**config.mk**
```make
export PLATFORM = sky130hd
export DESIGN_NAME = led_pixel_fetch
export DESIGN_NICKNAME = d
export VERILOG_FILES = /design/src/rtl/led_panel_pkg.sv /design/src/rtl/led_bcm_plane_sel.sv /design/src/rtl/led_pixel_fetch.sv
export SDC_FILE = /design/constraint.sdc
export NUM_CORES = 1
export LEC_CHECK = 0
export ABC_AREA = 1
export CORE_ASPECT_RATIO = 0.7
export CORE_UTILIZATION = 32
export DETAILED_ROUTE_END_ITERATION = 8
export PLACE_DENSITY_LB_ADDON = 0.2
export SLEW_MARGIN = 5
export SYNTH_ARGS = -nofsm -noshare
export SYNTH_HDL_FRONTEND = slang
export SYNTH_HIERARCHICAL = 1
export SYNTH_SLANG_ARGS = --single-unit
```
**constraint.sdc**
```tcl
create_clock -name clk -period 2.75 [get_ports clk]
set_clock_uncertainty 0.1 [all_clocks]
set_input_delay 0.55 -clock clk [delete_from_list [all_inputs] [get_ports clk]]
set_output_delay 0.55 -clock clk [all_outputs]
set_load 0.05 [all_outputs]
```
**src/rtl/led_panel_pkg.sv**
```systemverilog
// Shared constants and types for the LED panel pixel fetch path.
// Field offsets describe the 48-bit framebuffer word: two {R,G,B} pixels.
package led_panel_pkg;

    localparam int WIDTH   = 64;
    localparam int ROWS    = 16;
    localparam int PLANES  = 8;

    localparam int CH_W    = 8;
    localparam int PIX_W   = 3 * CH_W;
    localparam int B_OFS   = 0;
    localparam int G_OFS   = 8;
    localparam int R_OFS   = 16;
    localparam int TOP_OFS = 0;
    localparam int BOT_OFS = 24;

    localparam int FCNT_W  = 8;
    localparam int PLANE_W = 3;
    localparam logic [FCNT_W-1:0] FCNT_WRAP = 8'd254;

    typedef struct packed {
        logic [CH_W-1:0] r;
        logic [CH_W-1:0] g;
        logic [CH_W-1:0] b;
    } pixel_t;

    // Index of the highest set bit; 0 when no bit is set.
    function automatic logic [PLANE_W-1:0] msb_index(input logic [FCNT_W-1:0] v);
        msb_index = '0;
        for (int unsigned i = 0; i < FCNT_W; i++) begin
            if (v[i]) msb_index = PLANE_W'(i);
        end
    endfunction

endpackage

```
**src/rtl/led_bcm_plane_sel.sv**
```systemverilog
// Frame counter and bit-plane selector for binary-coded modulation.
// Plane p is shown for 2^p consecutive frames over a 255-frame cycle.
module led_bcm_plane_sel (
    input  logic                              clk,
    input  logic                              rst_n,
    input  logic                              frame_tick,
    output logic [led_panel_pkg::PLANE_W-1:0] plane
);
    import led_panel_pkg::*;

    logic [FCNT_W-1:0] fcnt;
    logic [FCNT_W-1:0] fcnt_nxt;

    always_comb begin
        fcnt_nxt = (fcnt == FCNT_WRAP) ? '0 : fcnt + 1'b1;
    end

    // fcnt_nxt never exceeds 254, so fcnt_nxt+1 cannot overflow 8 bits.
    always_ff @(posedge clk or negedge rst_n) begin
        if (!rst_n) begin
            fcnt  <= '0;
            plane <= '0;
        end else if (frame_tick) begin
            fcnt  <= fcnt_nxt;
            plane <= msb_index(fcnt_nxt + 1'b1);
        end
    end

endmodule

```
**src/rtl/led_pixel_fetch.sv**
```systemverilog
// Two-stage pixel fetch: registered framebuffer address, then registered
// colour bits selected by the current BCM plane, with aligned latch/oe.
module led_pixel_fetch #(
    parameter int WIDTH  = led_panel_pkg::WIDTH,
    parameter int ROWS   = led_panel_pkg::ROWS,
    parameter int PLANES = led_panel_pkg::PLANES
) (
    input  logic                                   clk,
    input  logic                                   rst_n,
    input  logic [$clog2(WIDTH)-1:0]               x,
    input  logic [$clog2(ROWS)-1:0]                y,
    input  logic                                   latch_in,
    input  logic                                   oe_in,
    output logic [$clog2(ROWS)+$clog2(WIDTH)-1:0]  fb_addr,
    input  logic [2*led_panel_pkg::PIX_W-1:0]      fb_rdata,
    output logic                                   r0,
    output logic                                   g0,
    output logic                                   b0,
    output logic                                   r1,
    output logic                                   g1,
    output logic                                   b1,
    output logic                                   latch_out,
    output logic                                   oe_out,
    output logic [$clog2(PLANES)-1:0]              plane
);
    import led_panel_pkg::*;

    localparam int Y_W = $clog2(ROWS);

    pixel_t     pix_top;
    pixel_t     pix_bot;
    logic       frame_tick;
    logic [1:0] latch_dly;
    logic [1:0] oe_dly;

    assign pix_top    = fb_rdata[TOP_OFS +: PIX_W];
    assign pix_bot    = fb_rdata[BOT_OFS +: PIX_W];
    assign frame_tick = oe_in && (y == Y_W'(ROWS - 1));
    assign latch_out  = latch_dly[1];
    assign oe_out     = oe_dly[1];

    led_bcm_plane_sel u_plane_sel (
        .clk        (clk),
        .rst_n      (rst_n),
        .frame_tick (frame_tick),
        .plane      (plane)
    );

    always_ff @(posedge clk or negedge rst_n) begin
        if (!rst_n) begin
            fb_addr   <= '0;
            latch_dly <= '0;
            oe_dly    <= '0;
            r0        <= 1'b0;
            g0        <= 1'b0;
            b0        <= 1'b0;
            r1        <= 1'b0;
            g1        <= 1'b0;
            b1        <= 1'b0;
        end else begin
            fb_addr   <= {y, x};
            latch_dly <= {latch_dly[0], latch_in};
            oe_dly    <= {oe_dly[0], oe_in};
            r0        <= pix_top.r[plane];
            g0        <= pix_top.g[plane];
            b0        <= pix_top.b[plane];
            r1        <= pix_bot.r[plane];
            g1        <= pix_bot.g[plane];
            b1        <= pix_bot.b[plane];
        end
    end

endmodule

```
==> Yosys cells after proc, flatten, opt, wreduce, memory -nomap -nowiden <==
Index checks and enable logic that the tools add are counted.
{ "op_classes": {"addsub": 2, "order_cmp": 1, "eq_ne": 2, "mux": 20, "n_reduce_logical": 1} }
{ "op_table": {"columns": ["operator", "n"], "rows": [
  ["$bmux W1 S3", 6],
  ["$add A8 B1 Y8 const B", 2],
  ["$mux W3", 4],
  ["$eq A8 B8 Y1 const B", 1],
  ["$mux W8", 1],
  ["$mux W1", 7],
  ["$eq A4 B4 Y1 const B", 1],
  ["$lt A3 B4 Y1 const B", 1],
  ["$mux W2", 2],
  ["$logic_and A1 B1 Y1", 1]
]} }
{ "word_totals": {"register_bits": 31, "inputBits": 62, "out_inout_bits": 21, "word_cells": 37} }

==> Longest topological paths before layout <==
{ "logic_depth": {"word_depth": 10, "mapped_depth": 19, "mapped_depth_nobuf": 19} }

==> By module <==
Netlist, hierarchy kept.
{ "by_module_without_submodules": {"columns": ["mod", "instances", "cells_each", "area_per_inst_um2", "seq_area_each_um2"], "rows": [
  ["led_pixel_fetch", 1, 183, 1178.6, 500.5],
  ["led_bcm_plane_sel", 1, 150, 943.4, 275.3]
]} }

==> Worst setup path before layout <==
Ideal clock, no wire load.
{ "synth_path": {"kind": "flip-flop to flip-flop", "start": "register u_plane_sel.fcnt[0]", "end": "register u_plane_sel/plane[2] in the netlist's numbering", "t_arrival_ns": 1.869, "path_slack_ns": 0.668, "stages_incl_launch_ff": 18, "path_buffers": 0, "period_less_slack_ns": 2.082, "cell_sequence": "dfrtp_1 inv_1 ha_1 nand2_1 nor2_1 nand2_2 inv_1 nor2_1 ha_1 nand3_2 nor2_2 nand2_1 nand2_1 nand2_1 nor2_2 nand3_1 nand2_1 inv_1"} }
{ "synth_between": {"elab_chain_len": 7, "word_cells_on_any_way": 8, "classes_between": "2 x add/sub; 1 x eq/ne; 5 x mux"} }
{ "synth_rtl": {"columns": ["item", "line", "text"], "rows": [
  ["from (decl)", "led_bcm_plane_sel.sv:11", "logic [FCNT_W-1:0] fcnt;"],
  ["from (signal assigned)", "led_bcm_plane_sel.sv:24", "fcnt <= fcnt_nxt;"],
  ["$add A8 B1 Y8 or $eq A8 B8 Y1 (tied branches)", "led_bcm_plane_sel.sv:15", "fcnt_nxt = (fcnt == FCNT_WRAP) ? '0 : fcnt + 1'b1;"],
  ["$mux W8 (*)", "led_bcm_plane_sel.sv:15", null],
  ["named net u_plane_sel.fcnt_nxt[0]", "led_bcm_plane_sel.sv:12", "logic [FCNT_W-1:0] fcnt_nxt;"],
  ["$add A8 B1 Y8 (*)", "led_bcm_plane_sel.sv:25", "plane <= msb_index(fcnt_nxt + 1'b1);"],
  ["$mux W3 (3 in series)", "led_panel_pkg.sv:31", "if (v[i]) msb_index = PLANE_W'(i);"],
  ["$mux W3 (*)", "led_panel_pkg.sv:31", null],
  ["to (signal assigned)", "led_bcm_plane_sel.sv:25", null],
  ["to (decl)", "led_bcm_plane_sel.sv:7", "output logic [led_panel_pkg::PLANE_W-1:0] plane"]
]} }
Mark *: on every way through the listed nets, which the timed path passes. The rest lies on a longest branch.
A chain may end at the register's enable or synchronous reset.

==> Worst setup path after layout <==
Ends and elaborated chain as after synthesis.

==> qor.txt <==
clock buffer count from CTS -> 5
setup violators final -> 0
Worst-path clk slew -> 0.07 ns
Pint -> 1.24 mW
share of post-route cells with drive strength above 1 -> 8.11%
nets -> 483
final setup margin -> 0.464 ns
initial antenna violation count -> 0
post-CTS setup buffer count -> 0
design area -> 3100 µm²
CP bufs+invs -> 3
TritonCTS clock tree -> yes
most common cell after layout, fill and taps aside -> nand2_1
post-synthesis adder-cell area fraction -> 1.77%
Placement Setup Slack -> 0.494 ns
Die Span Y -> 70.1 µm
DR pass1 iterations -> 4
Simple-Gate Fraction of Synth Area -> 42.8%
switching share of power -> 46.3%
largest net degree at the start of global routing -> 32
H-tree Lvls -> 2
Seq/Total Area, Yosys -> 36.6%
DRT Wirelength -> 5540 µm
max cap viols -> 0
mux contribution to synthesized area -> 0%
Post-synth EDFFs -> 0
Rel. slew slack -> 64.9%
status -> completed
post-synthesis cell count -> 333
Clock Power Share -> 17.5%
post-DR wirelength/cell -> 11.2 µm
Residual DRC -> 0
clock buffer depth -> 2
register bit total from synthesis -> 31
ant diodes -> 0
RePlAce Congestion -> 0.822
Detail Route Antenna Nets -> 0
Slew Limit Fails -> 0
Reg2Reg Setup Slack -> 0.46 ns
Worst Hold Path Cells -> 0
largest family of logic cells by synthesized area -> simple AND/OR/NAND/NOR gates
yosys warns -> 6
critical path type -> register to register
Comb power frac -> 55.4%
sequential share of power -> 27.1%
die area -> 6970 µm²
Power, Total -> 2.32 mW
Setup crit end kind -> register
most frequent cells in the layout -> 141 x nand2_1, 81 x clkdlybuf4s50_1, 65 x inv_1, 37 x nand3_1, 31 x dfrtp_1
Via density -> 4.37
WP data arrival -> 2.38 ns
area grow syn2layout -> 46.2%
minimum clock period -> 2.29 ns
Syn Nets -> 398
Final period util -> 83.1%
Psw -> 1.07 mW
Leak -> 1.64 nW
Fin Setup TNS -> 0 ns
GRT Total Usage -> 17.0%
syn_area_per_cell -> 6.37 µm²
post-synthesis xor/xnor area fraction -> 0%
Root Driver -> clkbuf_8
Peak VDD IR -> 0.280 mV
vias -> 2170
R2R Path Start -> u_plane_sel/fcnt[0]
post-CTS sizing -> 0
worst-path maximum fanout -> 7
Initial Utilization -> 33.7%
Netlist Area Pre-Place -> 2120 µm²
PwrDens -> 748 nW/µm²
worst skew pair latency -> 0.29 ns
Worst R2R Path Depth -> 17
most common flop cell mapped by yosys -> dfrtp_1
final hold vios -> 0
placed cell area -> 3000 µm²
grt ovf -> 0
Compound-Gate Fraction of Synth Area -> 2.71%
post-DP HPWL -> 4290 µm
vias in the first global route -> 1914
Crit-path slowest cell -> dfrtp_1
multi-input logic area -> 1000 µm²
FF/Latch Area -> 776 µm²
synth unique cells -> 22
# IOs -> 83
Core ar. -> 6310 µm²
worst hold path startpoint -> latch_dly[0]
fmax -> 438 MHz
ys async rst share -> 100%
initial detailed-routing violation count -> 88
first-pass GRT wire length -> 9210 µm
Stages on worst setup path -> 17
hold buffer count at cts -> 0
Startpoint Class -> register
crit-path max cell delay -> 0.46 ns
CP cell instances -> inv_1, ha_1, nand2_1, nor2_1, nand2_2, inv_1, nor2_1, ha_1, nand3_2, nor2_2, nand2_1, nand2_1, nand2_1, nor2_2, nand3_1, nand2_1, inv_1
setup repair after global routing missed its margin -> no
Hold/Removal Path Class -> register to register
die width -> 99.3 µm
Worst Path Required -> 2.84 ns
Crit path max-delay family -> simple AND/OR/NAND/NOR gates
IO buf count -> 82
Num Clock Sinks -> 31
CP most frequent cell -> nand2_1
Worst setup startpoint -> u_plane_sel/fcnt[0]
fill count -> 644
Std-Cell Rows -> 24
Slew @ Worst Pin -> 0.525 ns
stage by stage:
| stage | hold WS (ns) | cells | utilization (%) |
|---|---|---|---|
| global route | 0.274 | 497 | 49.2 |
| detailed placement | 0.236 | 489 | 47.5 |
| CTS | 0.262 | 497 | 49.2 |
| floorplan | 0.154 | 333 | - |
| finish | 0.260 | 497 | 49.2 |
| global placement | 0.233 | 489 | 47.5 |
logic make-up (layout without fill, tap and decap cells):
kind of cell	count (synthesis)	count (layout)
DFF	31	31
AOI/OAI and AO/OA	11	11
buffers and inverters	78	164
and+or+nand+nor	210	210
adders and majority gates	3	3
Yosys cell counts, types with 3 or more instances:
master | instances | share of area [%]
nand2_1 | 141 | 25
inv_1 | 65 | 11
nand3_1 | 37 | 8.7
dfrtp_1 | 31 | 37
nor2_1 | 14 | 2.5
o21ai_0 | 8 | 1.9
buf_6 | 5 | 2.7
nand3_2 | 5 | 2.4
nand2_2 | 4 | 1.2
nor2_2 | 4 | 1.2
ha_1 | 3 | 1.8
power groups by stage:
stage	logic (mW)	clock network [mW]	registers (mW)
floorplan	0.702	0	0.873
global placement	1.29	0	0.634
detailed placement	1.29	0	0.637
CTS	1.30	0.419	0.630
global route	1.42	0.448	0.643
finish	1.28	0.405	0.630
sequential cells by signal (all words and copies together), names as in the netlist:
name	count
u_plane_sel/plane	3
b0	1
b1	1
fb_addr	10
g1	1
u_plane_sel/fcnt	8
r1	1
latch_dly	2
oe_dly	2
g0	1
r0	1
worst paths after layout:
| kind | endpoint |
|---|---|
| worst max-delay path | u_plane_sel/plane[2] |
| worst min-delay path | latch_dly[1] |
| worst max register to register | u_plane_sel/plane[2] |
| worst min register to register | latch_dly[1] |
| max in group asynchronous | u_plane_sel/fcnt[1] |
| min in group asynchronous | fb_addr[8] |
cell type report:
type	count	share of cell area [%]
flip-flops and latches	31	25.0
well taps	78	3.15
clock inverters	1	0.242
inverters	68	8.31
multi-input cells	224	32.4
repair buffers	88	27.8
clock buffers	7	3.11
layer usage:
metal	part of all wire [%]	vias to the layer above	wire, µm	track usage (%)
met3	6.1	8	338	4.10
met5	0	-	0	0
met4	1.0	0	57	4.90
met1	50	945	2750	23.7
met2	43	59	2400	26.3
li1	-	1158	-	-
worst register-to-register path, delay by kind of cell, from the launching register on:
kind,cells,cell delay (ns)
fa+ha+maj,2,0.41
buf+inv,3,0.22
flops,1,0.46
simple gates,12,1.00
(Power assumes the default switching activity.)
